--- src/rtl/pipe_hazard_ctrl_pkg.sv ---
// Shared pipeline definitions for the hazard controller: FSM states, register-index
// constants and the bundled enable/flush control word.
package pipe_hazard_ctrl_pkg;

  typedef enum logic [1:0] {
    RUN   = 2'd0,
    DWAIT = 2'd1,
    ERR   = 2'd2
  } haz_state_e;

  localparam int REG_IDX_W = 5;
  localparam logic [REG_IDX_W-1:0] REG_ZERO = 5'd0;

  typedef struct packed {
    logic pc_en;
    logic ifid_en;
    logic idex_en;
    logic exmem_en;
    logic memwb_en;
    logic ifid_flush;
    logic idex_flush;
  } pipe_ctrl_t;

  // Normal flow: every stage advances, nothing squashed.
  function automatic pipe_ctrl_t ctrl_run();
    pipe_ctrl_t c;
    c            = '1;
    c.ifid_flush = 1'b0;
    c.idex_flush = 1'b0;
    return c;
  endfunction

endpackage

--- src/rtl/pipe_hazard_ctrl_hazard_detect.sv ---
// Combinational load-use hazard compare between the ID instruction's sources and a
// load sitting in EX; shared with the forwarding unit.
module hazard_detect
  import pipe_hazard_ctrl_pkg::*;
(
  input  logic [REG_IDX_W-1:0] id_rs1_addr,
  input  logic [REG_IDX_W-1:0] id_rs2_addr,
  input  logic                 id_rs1_used,
  input  logic                 id_rs2_used,
  input  logic                 ex_mem_read,
  input  logic [REG_IDX_W-1:0] ex_rd_addr,
  output logic                 load_use
);

  logic rs1_hit;
  logic rs2_hit;

  assign rs1_hit  = id_rs1_used && (id_rs1_addr == ex_rd_addr);
  assign rs2_hit  = id_rs2_used && (id_rs2_addr == ex_rd_addr);
  // x0 is hardwired to zero, so a load "writing" it never creates a dependency.
  assign load_use = ex_mem_read && (ex_rd_addr != REG_ZERO) && (rs1_hit || rs2_hit);

endmodule

--- src/rtl/pipe_hazard_ctrl.sv ---
// Stall/flush controller for the 5-stage pipeline with a data-memory wait FSM and
// timeout watchdog. Optional perf counters are built when HAZ_PERF_CNT_EN is defined.
module pipe_hazard_ctrl
  import pipe_hazard_ctrl_pkg::*;
#(
  parameter int WAIT_TIMEOUT = 256,
  parameter int CNT_W        = 9
) (
  input  logic        clk,
  input  logic        rst,
  input  logic [4:0]  id_rs1_addr,
  input  logic [4:0]  id_rs2_addr,
  input  logic        id_rs1_used,
  input  logic        id_rs2_used,
  input  logic        ex_mem_read,
  input  logic [4:0]  ex_rd_addr,
  input  logic        ex_branch_taken,
  input  logic        imem_ready,
  input  logic        dmem_req,
  input  logic        dmem_ready,
  output logic        pc_en,
  output logic        ifid_en,
  output logic        idex_en,
  output logic        exmem_en,
  output logic        memwb_en,
  output logic        ifid_flush,
  output logic        idex_flush,
  output logic        haz_err
`ifdef HAZ_PERF_CNT_EN
  ,
  output logic [31:0] perf_stall_cyc,
  output logic [31:0] perf_flush_evt
`endif
);

  localparam logic [CNT_W-1:0] CNT_MAX = '1;
  localparam logic [CNT_W-1:0] TIMEOUT = CNT_W'(WAIT_TIMEOUT);
  localparam logic [CNT_W-1:0] CNT_ONE = CNT_W'(1);

  haz_state_e       state_q, state_d;
  logic [CNT_W-1:0] wait_cnt_q, wait_cnt_d;
  pipe_ctrl_t       prio_ctrl;
  pipe_ctrl_t       ctrl;
  logic             load_use;
  logic             dstall;

  function automatic logic [CNT_W-1:0] sat_inc(input logic [CNT_W-1:0] v);
    return (v == CNT_MAX) ? v : v + CNT_ONE;
  endfunction

  function automatic logic timed_out(input logic [CNT_W-1:0] v);
    return (WAIT_TIMEOUT != 0) && (v >= TIMEOUT);
  endfunction

  hazard_detect u_hazard_detect (
    .id_rs1_addr (id_rs1_addr),
    .id_rs2_addr (id_rs2_addr),
    .id_rs1_used (id_rs1_used),
    .id_rs2_used (id_rs2_used),
    .ex_mem_read (ex_mem_read),
    .ex_rd_addr  (ex_rd_addr),
    .load_use    (load_use)
  );

  assign dstall = dmem_req && !dmem_ready;

  // Redirect beats load-use: the dependent ID instruction is squashed anyway.
  always_comb begin
    prio_ctrl = ctrl_run();
    if (ex_branch_taken) begin
      prio_ctrl.ifid_flush = 1'b1;
      prio_ctrl.idex_flush = 1'b1;
    end else if (load_use) begin
      prio_ctrl.pc_en      = 1'b0;
      prio_ctrl.ifid_en    = 1'b0;
      prio_ctrl.idex_flush = 1'b1;
    end else if (!imem_ready) begin
      prio_ctrl.pc_en      = 1'b0;
      prio_ctrl.ifid_flush = 1'b1;
    end
  end

  always_comb begin
    state_d    = state_q;
    wait_cnt_d = wait_cnt_q;
    ctrl       = '0;
    case (state_q)
      RUN: begin
        if (dstall) begin
          wait_cnt_d = CNT_ONE;
          state_d    = timed_out(CNT_ONE) ? ERR : DWAIT;
        end else begin
          ctrl = prio_ctrl;
        end
      end
      DWAIT: begin
        // A branch held in EX during the freeze is honoured here on release.
        if (!dmem_ready) begin
          wait_cnt_d = sat_inc(wait_cnt_q);
          state_d    = timed_out(wait_cnt_d) ? ERR : DWAIT;
        end else begin
          ctrl       = prio_ctrl;
          wait_cnt_d = '0;
          state_d    = RUN;
        end
      end
      ERR: begin
        ctrl = '0;
      end
      default: begin
        wait_cnt_d = '0;
        state_d    = RUN;
      end
    endcase
  end

  always_ff @(posedge clk or negedge rst) begin
    if (!rst) begin
      state_q    <= RUN;
      wait_cnt_q <= '0;
    end else begin
      state_q    <= state_d;
      wait_cnt_q <= wait_cnt_d;
    end
  end

  assign pc_en      = rst && ctrl.pc_en;
  assign ifid_en    = rst && ctrl.ifid_en;
  assign idex_en    = rst && ctrl.idex_en;
  assign exmem_en   = rst && ctrl.exmem_en;
  assign memwb_en   = rst && ctrl.memwb_en;
  assign ifid_flush = rst && ctrl.ifid_flush;
  assign idex_flush = rst && ctrl.idex_flush;
  assign haz_err    = (state_q == ERR);

`ifdef HAZ_PERF_CNT_EN
  logic [31:0] perf_stall_q, perf_stall_d;
  logic [31:0] perf_flush_q, perf_flush_d;

  always_comb begin
    perf_stall_d = perf_stall_q;
    perf_flush_d = perf_flush_q;
    if (state_q != ERR) begin
      if (!ctrl.pc_en)     perf_stall_d = perf_stall_q + 32'd1;
      if (ctrl.idex_flush) perf_flush_d = perf_flush_q + 32'd1;
    end
  end

  always_ff @(posedge clk or negedge rst) begin
    if (!rst) begin
      perf_stall_q <= '0;
      perf_flush_q <= '0;
    end else begin
      perf_stall_q <= perf_stall_d;
      perf_flush_q <= perf_flush_d;
    end
  end

  assign perf_stall_cyc = perf_stall_q;
  assign perf_flush_evt = perf_flush_q;
`endif

endmodule

--- config.mk ---
export PLATFORM = sky130hd
export DESIGN_NAME = pipe_hazard_ctrl
export DESIGN_NICKNAME = d
export VERILOG_FILES = /design/src/rtl/pipe_hazard_ctrl_pkg.sv /design/src/rtl/pipe_hazard_ctrl_hazard_detect.sv /design/src/rtl/pipe_hazard_ctrl.sv
export SDC_FILE = /design/constraint.sdc
export NUM_CORES = 1
export LEC_CHECK = 0
export ABC_AREA = 1
export CAP_MARGIN = 30
export CORE_MARGIN = 5
export CORE_UTILIZATION = 40
export DETAILED_ROUTE_END_ITERATION = 10
export PLACE_DENSITY = 0.71
export SLEW_MARGIN = 20
export SYNTH_ARGS = -nofsm -noshare
export SYNTH_HDL_FRONTEND = slang
export SYNTH_SLANG_ARGS = --single-unit
--- constraint.sdc ---
create_clock -name clk -period 1.6 [get_ports clk]
set_clock_uncertainty 0.05 [all_clocks]
set_input_delay 0.32 -clock clk [delete_from_list [all_inputs] [get_ports clk]]
set_output_delay 0.32 -clock clk [all_outputs]
set_load 0.05 [all_outputs]
=== Word level (Yosys, flattened, before mapping) ===
Index checks and enable logic that the tools add are counted.

* Logic and storage cells: 47
* Input bits: 24
* Output and inout port bits: 8
* Bits in registers: 11

* Bitwise operators: 1
* Equal/unequal tests: 6
* Mux-type cells: 19
* $lt $le $gt $ge: 1
* Reductions and logical operators: 17
* Add/sub/neg operators: 1

{| class="wikitable"
|+ Operator list
! kind !! number
|-
| $mux W9 || 3
|-
| $pmux W9 S3 || 1
|-
| $mux W7 || 2
|-
| $pmux W7 S2 || 1
|-
| $logic_and A1 B1 Y1 || 12
|-
| $eq A5 B5 Y1 || 2
|-
| $mux W2 || 5
|-
| $add A9 B1 Y9 const B || 1
|-
| $eq A9 B9 Y1 const B || 1
|-
| $ge A9 B9 Y1 const B || 1
|-
| $mux W1 || 6
|-
| $pmux W2 S3 || 1
|-
| $reduce_bool A5 Y1 || 1
|-
| $eq A2 B1 Y1 const B || 1
|-
| $eq A2 B2 Y1 const B || 1
|-
| $logic_not A2 Y1 || 1
|-
| $ne A2 B2 Y1 const B || 1
|-
| $reduce_and A2 Y1 || 1
|-
| $logic_not A1 Y1 || 1
|-
| $logic_or A1 B1 Y1 || 1
|-
| $not A1 Y1 || 1
|}

=== Depth between registers and ports, before layout ===
Gate-level depths: netlist of the first run.

* Depth in word-level cells: 9
* Gate-level depth with buffers: 9
* Depth with buffers taken out: 9

=== By module ===
From an unflattened synthesis of the first run, not the netlist that was laid out.

* Cell total of the unflattened synthesis: 172
* Area total of the unflattened synthesis: 1,031.0 sq um

{| class="wikitable"
|+ Modules (own cells, without submodules)
! module !! times used !! sequential area each (sq um) !! cells each !! area an instance (sq um)
|-
| pipe_hazard_ctrl || 1 || 275.3 || 117 || 814.5
|-
| hazard_detect || 1 || 0.0 || 55 || 216.5
|}

=== Least setup slack after synthesis of the first run ===
Ideal clock, no wire load.

* Path kind: flip-flop to output port
* From: reg state_q[0]
* To: out pc_en
* Buffers on the path: 0
* Cell stages (with the launch flop): 6
* Required time: 1.230 ns
* Arrival: 1.816 ns
* Slack: -0.586 ns
* Cells stage by stage: dfrtp_1 o21ai_0 nand3_1 inv_1 nand2_1 nor2_1

* Cells in the longest elaborated chain, start to end: 3
* Elaborated cells on any way between the ends: 4
* Those cells by class: eq/ne: 1; mux: 1; reduce/logical: 2

{| class="wikitable"
|+ RTL lines
! what !! RTL line !! RTL
|-
| start, declared || pipe_hazard_ctrl.sv:40 || <nowiki>haz_state_e state_q, state_d;</nowiki>
|-
| start signal, assigned || pipe_hazard_ctrl.sv:122 || <nowiki>state_q <= state_d;</nowiki>
|-
| $eq A2 B1 Y1 / $logic_not A2 Y1 (equally long branches) || pipe_hazard_ctrl.sv:87 || <nowiki>case (state_q)</nowiki>
|-
| $pmux W7 S2 (*) || pipe_hazard_ctrl.sv:87 ||
|-
| $logic_and A1 B1 Y1 (*) || pipe_hazard_ctrl.sv:127 || <nowiki>assign pc_en = rst && ctrl.pc_en;</nowiki>
|-
| end, declared || pipe_hazard_ctrl.sv:21 || <nowiki>output logic pc_en,</nowiki>
|}

Every way passes the cells marked *; elsewhere a longest branch is shown, timed or not.

=== Worst setup path after layout of the first run ===
Ends and elaborated chain as after synthesis.

==> run metrics, run 1 <==
Inst Count DP 226; Worst EP arrival 1.37 ns; worst slack, placed -0.6153 ns; FF-to-FF setup slack 0.09 ns; Critical Path Sink Type primary output; Max IR drop VDD 679.0 uV; max-slew violation count 0; max cap viols 0; Nets 232; number of synthesized flops with an enable pin 0; # diodes 0; Mapped Area 970.9 sq um; Period minus WS final 1.739 ns; Initial DRT Pass Iterations 4; via count 1128; Synth area leaders dfrtp_1 (28%), nand2_1 (20%), inv_1 (11%); slew at the pin with the worst max-slew slack 0.2717 ns; post-synth cell types 24; core footprint 2255 sq um; metal3 WL 219 um; Crit path required time 1.23 ns; sequential share of the synthesized area 28.35%; post-route setup slack -0.1394 ns; Post-DRT Antenna Nets 0; gr ovfl total 0; ys async rst share 100.0%; max_slew headroom 81.87%; Mapped Nets 182; clock sink count 11; Clock transition at path regs 0.08 ns; clk root buf clkbuf_4; Synth warnings 0; Pwr per Cell Area 842.3 nW/um^2; first-pass GRT wire length 4623 um; Die Footprint 3512 sq um; Area Overhead vs Synth 57.22%; largest net degree at the start of global routing 12; Final Non-Filler Cells 234; TritonCTS clock tree built; IO Pins 32; most frequent cell after synthesis nand2_1; highest metal used met4; Post-Route M1 WL 1113 um; Critical Path Start Type flip-flop; wire per inst 11.47 um; antenna violations before repair 0; die height 59.27 um; CTS hold repair buffers 0; Hold Crit Class in2async; syn_area_per_cell 6.184 sq um; DRC 0; path type of the worst setup path reg2out; Max clock buf depth 2; I/O Buffers 31; final setup violation count 7; worst skew pair latency 0.28 ns; Peak Freq 574.9 MHz; met2 wire length 1303 um; Initial Util 43.06%; gp weighted congestion 0.8401; final wirelength 2685 um; ys flop type dfrtp_1; crit-path max FO 3; Synth Register Bits 11; RSZ-0062 raised after global routing true; initial drt markers 40; P_leak 0.0007984 uW; failing checks negative setup slack; vias in the first global route 1104; Clock H-tree levels 1; run status finished, violations left; share of post-route cells with drive strength above 1 36.41%; most instantiated cells after synthesis nand2_1 (53), inv_1 (29), nor2_1 (16), dfrtp_1 (11), nand3_1 (10); GR Util All Layers 17.09%; Std-Cell Rows 17; Final period util 108.7%; Die W 59.27 um; Via density 4.821; CTS Buf Count 3; Synth top area share 28.35%; Hold Vio Cnt, Final 0; Yosys top cell by area dfrtp_1; Gate Count Post-Synth 157; dpl hpwl 2198 um
-- cells in the final DEF (no fill, tap or decap), types with 3 or more instances in the layout --
cell,n
buf_12,8
clkbuf_4,3
dfrtp_1,11
o21ai_0,5
nand2_2,4
buf_4,15
nor2_4,3
nor2_2,4
a21oi_1,3
inv_1,20
o21ai_1,4
nor2_1,13
dlygate4sd2_1,4
clkbuf_2,6
buf_6,3
inv_2,8
nand3_1,8
buf_2,7
nand2_1,50
-- final timing paths --
| path | from | to | depth (start not counted) |
|---|---|---|---|
| worst max-delay path | state_q[0] | pc_en | 6 |
| worst min-delay path | rst | wait_cnt_q[4] | 2 |
| max in group asynchronous | rst | wait_cnt_q[6] | 2 |
| min in group clk | wait_cnt_q[7] | wait_cnt_q[7] | 2 |
| worst max register to register | wait_cnt_q[0] | wait_cnt_q[5] | 7 |
| worst min register to register | wait_cnt_q[7] | wait_cnt_q[7] | 2 |
-- per-stage QoR --
step	TNS (ns)	power (uW)	util (%)	cell area (sq um)	hold WS, ns
floorplan	-0.1153	769.8	-	1013	-0.02559
global placement	-3.584	1065	67.15	1514	0.4802
detailed placement	-4.111	1095	67.15	1514	0.4913
CTS	-1.214	1292	67.43	1520	0.1626
global route	-1.414	1378	67.70	1526	0.1899
finish	-0.8927	1286	67.70	1526	0.1661
-- kinds of logic (layout without fill, tap and decap cells) --
group | Yosys count | after routing | share of synthesized area (%)
and+or+nand+nor | 94 | 94 | 45.62
buffers and inverters | 33 | 82 | 13.53
adders and majority gates | 1 | 1 | 1.288
xor gates and xnor gates | 1 | 1 | 0.9022
AOI/OAI and AO/OA | 17 | 17 | 10.31
DFF | 11 | 11 | 28.35
-- critical path, cell delays in order, from the launching register on --
cell	delay (ns)
dfrtp_1	0.40
o21ai_2	0.16
nand3_4	0.11
clkinvlp_4	0.11
nand2_4	0.06
nor2_4	0.10
buf_12	0.14
-- registers in the layout (all words and copies together), names as in the netlist --
signal,cells
state_q,2
wait_cnt_q,9
-- power by group --
group	total, uW	switching, uW	internal, uW
Combinational	706	393	313
Clock	205	108	96.8
Sequential	374	47.3	327
-- final cells by class --
cell class	instances	area (sq um)
clock buffers	4	26.28
multi-input cells	113	614.3
flip-flops and latches	11	275.3
fillers	208	728.2
repair buffers	47	449.2
well taps	28	35.03
inverters	31	126.4
-- layer usage --
layer | track usage, % | vias up
met3 | 5.229 | 9
met5 | 0 | -
met1 | 19.79 | 503
met2 | 29.02 | 38
li1 | - | 578
met4 | 6.796 | 0
-- repair_timing --
| action | 4_1_cts | 5_1_grt |
|---|---|---|
| setup endpoints to repair | 7 | 10 |
| resized for setup | 59 | 19 |
| pin swaps | 21 | 18 |
| buffers inserted | 1 | 3 |
Power figures use the tool's default switching activity.
==> run 2, diff against run 1 <==
--- a/config.mk
+++ b/config.mk
@@ -15,3 +15,4 @@
 export SYNTH_ARGS = -nofsm -noshare
 export SYNTH_HDL_FRONTEND = slang
 export SYNTH_SLANG_ARGS = --single-unit
+export TNS_END_PERCENT = 20
==> run 2 against run 1 <==
  * The flow still finishes with violations (negative setup slack)
  * Sequential share of layout area fell by 0.70 points
  * Die area stayed put
  * Register-to-register slack hardly changed
  * Wire length rose by 2.3%
  * Design area increased by 4.0%
  * Via count decreased by 1.6%
  * Non-clock buffer count unchanged
  * Core utilization up 2.7 points
  * Largest cell class unchanged
  * Highest routed layer unchanged
==> run metrics, run 2 (synthesized netlist as in run 1, its figures left out) <==
Clock transition at path regs 0.07 ns (about the same); DRC 0 (unchanged); Critical Path Sink Type primary output; Final Non-Filler Cells 234 (unchanged); gr ovfl total 0 (unchanged); via count 1110 (-1.6%); vias in the first global route 1175 (+6.4%); Die W 59.27 um (unchanged); GR Util All Layers 18.12% (+1.0 points); max_slew headroom 80.90% (-0.97 points); area taken by multi-input logic gates 635.6 sq um (+3.5%); initial drt markers 37 (-7.5%); Pwr per Cell Area 847.6 nW/um^2 (+0.62%); final setup violation count 8 (+1); post-route setup slack -0.1732 ns (-0.03377 ns); Crit path required time 1.23 ns (about the same); failing checks negative setup slack; Clock H-tree levels 1 (unchanged); Largest register FFs 9 (unchanged); final wirelength 2747 um (+2.3%); die height 59.27 um (unchanged); Die Footprint 3512 sq um (unchanged); register name with the most flops wait_cnt_q; Critical Path Start Type input pin; worst skew pair latency 0.28 ns (about the same); IO Pins 32 (unchanged); Initial DRT Pass Iterations 4 (unchanged); core footprint 2255 sq um (unchanged); R2R depth 8 (+1); crit-path max FO 3 (unchanged); biggest regs wait_cnt_q: 9 flops, state_q: 2 flops; Hold Crit Class in2async; path type of the worst setup path in2out; Via density 4.744 (-1.6%); first-pass GRT wire length 4830 um (+4.5%); # diodes 0 (unchanged); Worst EP arrival 1.40 ns (+0.03 ns); reg2reg end wait_cnt_q[1]; Post-DRT Antenna Nets 0 (unchanged); most common cell after layout, fill and taps aside nand2_1; CTS Buf Count 3 (unchanged); Peak Freq 564.0 MHz (-1.9%); slew at the pin with the worst max-slew slack 0.2862 ns (+0.01456 ns); Area Overhead vs Synth 63.53%; Period minus WS final 1.773 ns (+0.03377 ns); P_leak 0.0008035 uW (+0.63%); Register Area 275.3 sq um (unchanged); largest net degree at the start of global routing 10 (-2); RSZ-0062 raised after global routing true; Inst Count DP 226 (unchanged); Hold Vio Cnt, Final 0 (unchanged); FF-to-FF setup slack 0.08 ns (about the same); gp weighted congestion 0.8058 (-4.1%); clock sink count 11 (unchanged); Nets 232 (unchanged); antenna violations before repair 0 (unchanged); wire per inst 11.74 um (+2.3%); Max IR drop VDD 661.8 uV (-2.5%); Final period util 110.8% (+2.1 points); most frequent cells in the layout nand2_1 (50), inv_1 (22), buf_4 (13); share of post-route cells with drive strength above 1 34.95% (-1.5 points); dpl hpwl 2240 um (+1.9%); clk root buf clkbuf_4; run status finished, violations left; I/O Buffers 31 (unchanged); Max clock buf depth 2 (unchanged); max-slew violation count 0 (unchanged); max cap viols 0 (unchanged); worst slack, placed -0.6139 ns (+0.001398 ns); Std-Cell Rows 17 (unchanged); r2r startpoint state_q[0]; Initial Util 43.06% (unchanged); TritonCTS clock tree built; fillers 193 (-7.2%)
==> run 2: cell types whose count changed in the layout (fill, tap and decap cells not counted), moves of 2 or more <==
cell and change:
buf_2 -4, buf_4 -2, clkbuf_2 -3, clkdlybuf4s15_1 +4, clkdlybuf4s15_2 +3, inv_1 +2, nor2_1 -3, nor2_2 +2
==> run 2: repair_timing <==
action / in CTS / in global routing
setup buffers: 1 / 2
resized for setup: 51 / 22
setup endpoints to repair: 7 / 8
hold buffers: 1 / 0
pin swaps: 19 / 19
endpoints found under the hold margin: 2 / 0
==> run 2: worst max path at each step <==
stage | to | slack (ns) | depth (start not counted) | startpoint
after global placement | ifid_en | -0.59 | 11 | ex_rd_addr[1]
after global routing | pc_en | -0.26 | 9 | ex_rd_addr[2]
after floorplan | pc_en | -0.08 | 5 | state_q[0]
after CTS | pc_en | -0.19 | 6 | state_q[0]
final | idex_flush | -0.17 | 5 | ex_branch_taken
after detailed placement | ifid_en | -0.61 | 11 | ex_rd_addr[4]
==> run 2: cell type report <==
class	count	area share (%)
timing repair buffer	47	30.97
tap	28	2.206
multi-input combinational	113	40.03
inverter	31	7.801
sequential	11	17.34
clock buffer	4	1.655
==> run 2: where the power goes <==
part	internal (uW)	switching (uW)	total [uW]
logic	357	416	773
registers	327	44.1	371
clock network	97.1	104	201
total	782	564	1350
==> run 2: worst max-delay path: stages <==
cell and delay [ns]:
clkdlybuf4s50_1 0.50, inv_1 0.11, buf_4 0.15, a21oi_2 0.16, buf_12 0.16
==> run 2: layer usage <==
| metal | vias to the layer above | GRT usage, % | routed length, um |
|---|---|---|---|
| li1 | 579 | - | - |
| met2 | 37 | 28.71 | 1307 |
| met1 | 486 | 21.77 | 1180 |
| met4 | 0 | 8.091 | 72 |
| met5 | - | 0 | 0 |
| met3 | 8 | 6.536 | 187 |
==> run 2: stage by stage <==
stage	utilization, %	total power, uW	cell area, sq um	hold slack (ns)	setup TNS (ns)
final	70.42	1346	1588	0.1277	-1.113
after detailed placement	66.65	1081	1503	0.4843	-4.047
after floorplan	-	763.2	1002	-0.02559	-0.1457
after CTS	68.15	1293	1536	0.1429	-1.269
after global routing	70.42	1458	1588	0.1415	-1.784
after global placement	66.65	1057	1503	0.4768	-3.603
==> run 3, diff against run 2 <==
--- a/config.mk
+++ b/config.mk
@@ -8,9 +8,8 @@
 export ABC_AREA = 1
 export CAP_MARGIN = 30
 export CORE_MARGIN = 5
-export CORE_UTILIZATION = 40
+export CORE_UTILIZATION = 24
 export DETAILED_ROUTE_END_ITERATION = 10
-export PLACE_DENSITY = 0.71
 export SLEW_MARGIN = 20
 export SYNTH_ARGS = -nofsm -noshare
 export SYNTH_HDL_FRONTEND = slang
==> run 3 against run 2 <==
  * Fmax grew 3.2%
  * Non-clock buffer count shrank 4
  * Clock power grew 45%
  * The flow still finishes with violations (negative setup slack)
  * Sequential share of layout area grew 0.48 points
  * Global-route usage shrank 8.0 points
  * Count of clock-buffer cells in the layout is the same
==> run metrics, run 3 (synthesized netlist as in run 1, its figures left out) <==
Area Overhead vs Synth 59.15%; Crit path required time 1.23 ns (about the same); final wirelength 2514 um (-8.5%); R2R depth 7 (-1); P_leak 0.0007787 uW (-3.1%); Max clock buf depth 2 (unchanged); worst skew pair latency 0.25 ns (-0.03 ns); Pwr per Cell Area 874.5 nW/um^2 (+3.2%); via count 1063 (-4.2%); Nets 228 (-1.7%); design area 1545 sq um (-2.7%); Worst EP arrival 1.35 ns (-0.05 ns); Max IR drop VDD 237.3 uV (-64%); Initial DRT Pass Iterations 4 (unchanged); max cap viols 0 (unchanged); wire per inst 9.976 um (-15%); Final period util 107.4% (-3.4 points); slowest stage cell, crit path clkdlybuf4s50_1; share of post-route cells with drive strength above 1 34.65% (-0.30 points); run status finished, violations left; antenna violations before repair 0 (unchanged); crit-path max FO 3 (unchanged); FF-to-FF setup slack 0.14 ns (+0.06 ns); Initial Util 24.45% (-19 points); Period minus WS final 1.718 ns (-0.05500 ns); clk root buf clkbuf_8; # diodes 0 (unchanged); worst slack, placed -0.5666 ns (+0.04726 ns); clock sink count 11 (unchanged); GR Util All Layers 10.08% (-8.0 points); Via density 4.218 (-11%); r2r startpoint wait_cnt_q[0]; gr ovfl total 0 (unchanged); post-route setup slack -0.1182 ns (+0.05500 ns); Hold Vio Cnt, Final 0 (unchanged); RSZ-0062 raised after global routing true; dpl hpwl 2050 um (-8.5%); max-slew violation count 0 (unchanged); met2 wire length 1178 um (-9.9%); max_slew headroom 81.66% (+0.76 points); most frequent cells in the layout nand2_1 (50), inv_1 (20), nor2_1 (14); Peak Freq 582.0 MHz (+3.2%); TritonCTS clock tree built; core footprint 3971 sq um (+76%); register name with the most flops wait_cnt_q; Largest register FFs 9 (unchanged); CP Cell Sequence clkdlybuf4s50_1 -> inv_2 -> buf_4 -> a21oi_2 -> buf_12; Critical Path Sink Type primary output; highest metal used met4; Post-Route M1 WL 1120 um (-5.1%); Hold Crit Class in2async; slew at the pin with the worst max-slew slack 0.2748 ns (-0.01144 ns); I/O Buffers 31 (unchanged); post-CTS setup buffer count 0 (-1); vias in the first global route 1033 (-12%); path type of the worst setup path in2out; DRC 0 (unchanged); sum of negative setup slack -0.6308 ns (+0.4827 ns); die height 73.61 um (+24%); Die Footprint 5418 sq um (+54%); IO Pins 32 (unchanged); gp weighted congestion 0.8098 (+0.50%); Clock transition at path regs 0.05 ns (-0.02 ns); reg2reg end wait_cnt_q[3]; Post-DRT Antenna Nets 0 (unchanged); initial drt markers 76 (+110%); metal3 WL 175 um (-6.4%); Die W 73.61 um (+24%); Critical Path Start Type input pin; biggest regs wait_cnt_q: 9 flops, state_q: 2 flops; Std-Cell Rows 23 (+6); failing checks negative setup slack; Register Area 275.3 sq um (unchanged); area of placed instances 1530 sq um (+1.8%); Worst path max stage delay 0.50 ns (about the same); CTS Buf Count 3 (unchanged); Clock H-tree levels 1 (unchanged); first-pass GRT wire length 4333 um (-10%); most common cell after layout, fill and taps aside nand2_1; area taken by multi-input logic gates 615.6 sq um (-3.1%); largest net degree at the start of global routing 12 (+2); fillers 415 (+120%); final setup violation count 7 (-1); CTS hold repair buffers 0 (-1)
-- run 3: cell count changes in the layout (fill, tap and decap cells not counted), moves of 2 or more --
cell             before  now
clkbuf_2              3    7
nor2_1               10   14
clkbuf_4              3    0
clkbuf_8              0    3
clkdlybuf4s15_1       5    2
clkdlybuf4s15_2       3    0
nor2_2                6    3
buf_2                 3    5
buf_4                13   11
inv_1                22   20
-- run 3: per-layer routing --
layer | vias to the layer above | global-route usage [%]
li1 | 570 | -
met1 | 463 | 12.08
met2 | 25 | 16.14
met3 | 5 | 3.420
met4 | 0 | 4.628
met5 | - | 0
-- run 3: worst max-delay path by stage --
| stage | startpoint | to |
|---|---|---|
| after detailed placement | ex_rd_addr[1] | ifid_en |
| after global routing | ex_branch_taken | idex_flush |
| final | ex_branch_taken | idex_flush |
| after CTS | state_q[0] | pc_en |
| after global placement | ex_rd_addr[1] | ifid_en |
| after floorplan | state_q[0] | pc_en |
-- run 3: stage by stage --
| step | util, % | total power (uW) | hold WS, ns | std cells |
|---|---|---|---|---|
| global route | 38.91 | 1445 | 0.1878 | 252 |
| CTS | 39.32 | 1363 | 0.1766 | 252 |
| finish | 38.91 | 1351 | 0.1767 | 252 |
| detailed placement | 38.53 | 1071 | 0.4985 | 248 |
| global placement | 38.53 | 1070 | 0.4934 | 248 |
| floorplan | - | 763.2 | -0.02559 | 157 |
-- run 3: timing repair --
action / 4_1_cts / 5_1_grt
endpoints found under the setup margin: 7 / 7
resized for setup: 57 / 21
pin swaps: 21 / 17
endpoints found under the hold margin: 0 / 0
-- run 3: worst max-delay path, delay by kind of cell --
kind            cells  cell delay, ns
compound gates      1            0.16
buf+inv             4            0.86
-- run 3: cell type report --
cell class                      instances  area share, %
Clock buffer                            4          2.915
Multi-Input combinational cell        113          39.84
Tap cell                               50          4.049
Inverter                               31          8.178
Timing Repair Buffer                   43          27.21
Sequential cell                        11          17.81
-- run 3: power breakdown --
part / switching, uW / internal, uW / total (uW)
Clock: 116 / 176 / 291
Combinational: 378 / 310 / 687
Sequential: 44.3 / 328 / 372
==> variant 1: new RTL, flow settings as in run 1 <==
The parameter `CNT_W` goes from 9 to 13.
--- a/src/rtl/pipe_hazard_ctrl.sv
+++ b/src/rtl/pipe_hazard_ctrl.sv
@@ -5,5 +5,5 @@
 #(
   parameter int WAIT_TIMEOUT = 256,
-  parameter int CNT_W        = 9
+  parameter int CNT_W        = 13
 ) (
   input  logic        clk,
Function: same outputs for any inputs over 10 cycles, from zero or initial values and one cycle with rst low; that may be too few to reach the edited logic, so the function may still have changed.
==> variant 1 against run 1 <==
- the run still ends with setup timing left
- clock power up 12%
- core utilization up 1.5 points
- critical path type unchanged
- sequential cell count up 4
- wire length up 33%
- critical endpoint is now ifid_en
- highest routed layer unchanged
- final area up 35%
- worst setup slack worse by 35 ps
- area after synthesis up 25%
- via count up 27%
- largest power group is now registers
- total power down 44%
==> variant 1: results (changes against run 1) <==
Status
  • Outcome: complete, but fails checks (unchanged)
  • Violated checks: setup timing (unchanged)

CTS
  • Clk_lat worst skew: 300 ps (was 280 ps)
  • Clock transition at path regs: 100 ps (was 80 ps)
  • Post-CTS Setup Inserts: 3 (was 1)
  • Sink Count: 15 (was 11)
  • Post-CTS Resized: 80 (was 59)

GRT
  • GRT met2 Usage: 0.296 (was 0.290)
  • Total GRT Usage: 0.164 (was 0.171)
  • Met1 usage in global routing: 0.186 (was 0.198)
  • Largest net degree at the start of global routing: 16 (was 12)
  • Number of global-route vias before repair: 1351 (was 1104)

Cells and area
  • Clock buffer count: 3 (was 4)
  • FF/Latch Area: 377 um^2 (was 275 um^2)
  • Layout area overhead: 69.3% (was 57.2%)
  • Top Registers: wait_cnt_q: 13 flops, state_q: 2 flops (was wait_cnt_q: 9 flops, state_q: 2 flops)
  • Comb_multi_in: 139 (was 113)
  • Buffers, non-clock: 59 (was 47)
  • Final-layout fill cell count: 242 (was 208)

Synthesis
  • Adder-cell share of the synthesized area: 0.0103 (was 0.0129)
  • Netlist cell types: 26 (was 24)
  • Mean Syn Cell Area: 6.50 um^2 (was 6.18 um^2)
  • Seq/Total Area, Yosys: 0.309 (was 0.284)

Timing
  • Worst setup slack after layout: -175 ps (was -139 ps)
  • Final setup fails: 8 (was 7)

Placement
  • GP Congestion: 0.822 (was 0.840)

Detailed routing
  • DR WL met3: 227 um (was 219 um)
  • Met2 routed WL: 1850 um (was 1300 um)
  • Met1 Wirelength: 1440 um (was 1110 um)

Setup path
  • R2R setup slack: -70 ps (was 90 ps)
  • Critical Path End: ifid_en (was pc_en)
  • Crit path max fanout: 2 (was 3)

Power and ir drop
  • P_leak: 0.943 nW (was 0.798 nW)
  • VDD IR max: 0.197 mV (was 0.679 mV)
[variant 1: cells by family after synthesis]
family / Yosys count
simple gates: 106
buf+inv: 33
compound gates: 28
flops: 15
xor+xnor: 4
fa+ha+maj: 1
[variant 1: per-stage QoR]
step                      setup WS (ps)  std cells
final                              -175        281
after detailed placement           -632        265
after CTS                          -193        272
after floorplan                    -160        187
after global placement             -611        265
after global routing               -271        281
[variant 1: worst min path at each step]
stage,end,slack (ps),cells after the start
6_report,wait_cnt_q[1],120,2
5_1_grt,wait_cnt_q[1],140,2
4_1_cts,wait_cnt_q[1],140,2
3_5_place_dp,wait_cnt_q[4],480,1
3_3_place_gp,wait_cnt_q[4],470,1
2_1_floorplan,state_q[0],-30,0
[variant 1: power breakdown]
part           switching (mW)  internal [mW]  leakage, nW
logic                  0.0530         0.0565        0.765
clock network           0.137         0.0933       0.0177
registers                   0          0.379        0.161
total                   0.190          0.528        0.943
==> variant 2: new RTL, flow settings as in run 1 <==
Made on the original files. Put a register stage on the output `haz_err`, cleared by the reset. The value now appears one clock later. The other outputs are not delayed to match.
--- a/src/rtl/pipe_hazard_ctrl.sv
+++ b/src/rtl/pipe_hazard_ctrl.sv
@@ -132,5 +132,11 @@
   assign ifid_flush = rst && ctrl.ifid_flush;
   assign idex_flush = rst && ctrl.idex_flush;
-  assign haz_err    = (state_q == ERR);
+  always_ff @(posedge clk or negedge rst) begin
+    if (!rst) begin
+      haz_err <= '0;
+    end else begin
+      haz_err <= (state_q == ERR);
+    end
+  end
 
 `ifdef HAZ_PERF_CNT_EN
Function: same outputs for any inputs over 10 cycles, from zero or initial values and one cycle with rst low; that may be too few to reach the edited logic, so the function may still have changed.
==> variant 2 against run 1 <==
- the run still ends with setup timing left
- area after synthesis grew 0.64%
- worst hold slack gained 8.6 ps
- count of clock-buffer cells in the layout shrank 1
- total power grew 0.46%
- final area shrank 2.4%
- worst setup slack gained 15 ps
- wire length shrank 6.9%
- sequential cell count grew 1
- critical endpoint unchanged
==> variant 2: results (changes against run 1) <==
CTS
  • Clock transition at path regs: 70 ps
  • Post-CTS Resized: 67 (was 59)
  • Clock root cell: clkbuf_4 (unchanged)
  • Clock buffer depth: 2 (unchanged)
  • CTS H-tree depth: 1 (unchanged)
  • Clk_lat worst skew: 280 ps (about the same)

Setup path
  • R2R Path End: state_q[1] (was wait_cnt_q[5])
  • R2R setup slack: 100 ps
  • Worst path arrival time: 1350 ps (was 1370 ps)
  • Critical Path End: pc_en (unchanged)
  • Reg2Reg Depth: 8 (was 7)

Synthesis
  • Post-synth top area share: 0.307 (was 0.284)
  • Netlist cell types: 25 (was 24)
  • Synth Instances: 159 (was 157)
  • Seq/Total Area, Yosys: 0.307 (was 0.284)
  • Largest cells by area after synthesis: dfrtp_1 31%, nand2_1 23%, inv_1 10% (was dfrtp_1 28%, nand2_1 20%, inv_1 11%)
  • Synth cell count leaders: 60 x nand2_1, 26 x inv_1, 20 x nor2_1, 12 x dfrtp_1, 10 x nand3_1 (was 53 x nand2_1, 29 x inv_1, 16 x nor2_1, 11 x dfrtp_1, 10 x nand3_1)
  • Mapped Nets: 184 (was 182)

GRT
  • Met1 usage in global routing: 0.164 (was 0.198)
  • Largest net degree at the start of global routing: 13 (was 12)
  • GRT met2 Usage: 0.292 (was 0.290)
  • First-pass GRT wire length: 4440 um (was 4620 um)
  • Met3 Resource Use GR: 0.0414 (was 0.0523)
  • Total GRT Usage: 0.161 (was 0.171)

Detailed routing
  • Top layer in use: met4 (unchanged)
  • 1st-iter DRT viols: 23 (was 40)
  • Vias: 1104 (was 1128)
  • Drt first pass iters: 4 (unchanged)
  • DR WL met3: 146 um (was 219 um)
  • Met1 Wirelength: 976 um (was 1110 um)
  • Met2 routed WL: 1310 um (was 1300 um)
  • WL/cell: 10.8 um (was 11.5 um)

Cells and area
  • Final core utilization: 0.618 (was 0.677)
  • Final-layout fill cell count: 227 (was 208)
  • Fraction of layout cells with a size suffix above 1: 0.351 (was 0.364)
  • Top Registers: wait_cnt_q: 9 flops, state_q: 2 flops, haz_err: 1 flops (was wait_cnt_q: 9 flops, state_q: 2 flops)
  • Largest register FFs: 9 (unchanged)
  • Post-Layout Cell Count: 232 (was 234)

Timing
  • Worst setup slack after layout: -125 ps (was -139 ps)
  • TNS Setup: -796 ps (was -893 ps)
  • Worst slew margin: 0.805 (was 0.819)
  • Hold Slack: 175 ps (was 166 ps)
  • Final setup fails: 7 (unchanged)

Placement
  • Dpl hpwl: 2070 um (was 2200 um)
  • Cell total after placement: 224 (was 226)
  • GP Congestion: 0.835 (was 0.840)
  • Post-placement cell area: 0.00145 mm^2 (was 0.00151 mm^2)
  • Post-place setup slack: -563 ps (was -615 ps)
  • PortBufs: 31 (unchanged)

Power and ir drop
  • P_leak: 0.795 nW (was 0.798 nW)
  • Internal power: 0.758 mW (was 0.737 mW)
  • VDD IR max: 0.776 mV (was 0.679 mV)

Status
  • Violated checks: setup timing (unchanged)
  • Outcome: complete, but fails checks (unchanged)
## variant 2: cell count changes after synthesis, sizes merged, moves of 2 or more
cell          run 1  this run
inv              31        29
nor2             20        23
nor3              3         0
nor3b             2         0
nand2            56        62
o21ai            11         7
a21oi             4         6
## variant 2: cells by family after synthesis
group / share of synthesized area
AND/OR/NAND/NOR: 0.451
buffers and inverters: 0.129
AO/OA/AOI/OAI: 0.0909
flip-flops: 0.307
XOR/XNOR: 0.00896
adder cells (fa/ha/maj): 0.0128
## variant 2: power groups by stage
stage               Sequential (mW)  Combinational [mW]  Clock, mW
floorplan                     0.393               0.387          0
detailed placement            0.408               0.637          0
global route                  0.386               0.799      0.208
global placement              0.405               0.622          0
finish                        0.384               0.721      0.187
CTS                           0.398               0.653      0.194
## variant 2: cell type report
cell class              count  area share
repair buffers             42       0.268
flip-flops and latches     12       0.202
clock buffers               3      0.0151
well taps                  30      0.0252
inverters                  29      0.0814
multi-input cells         116       0.408
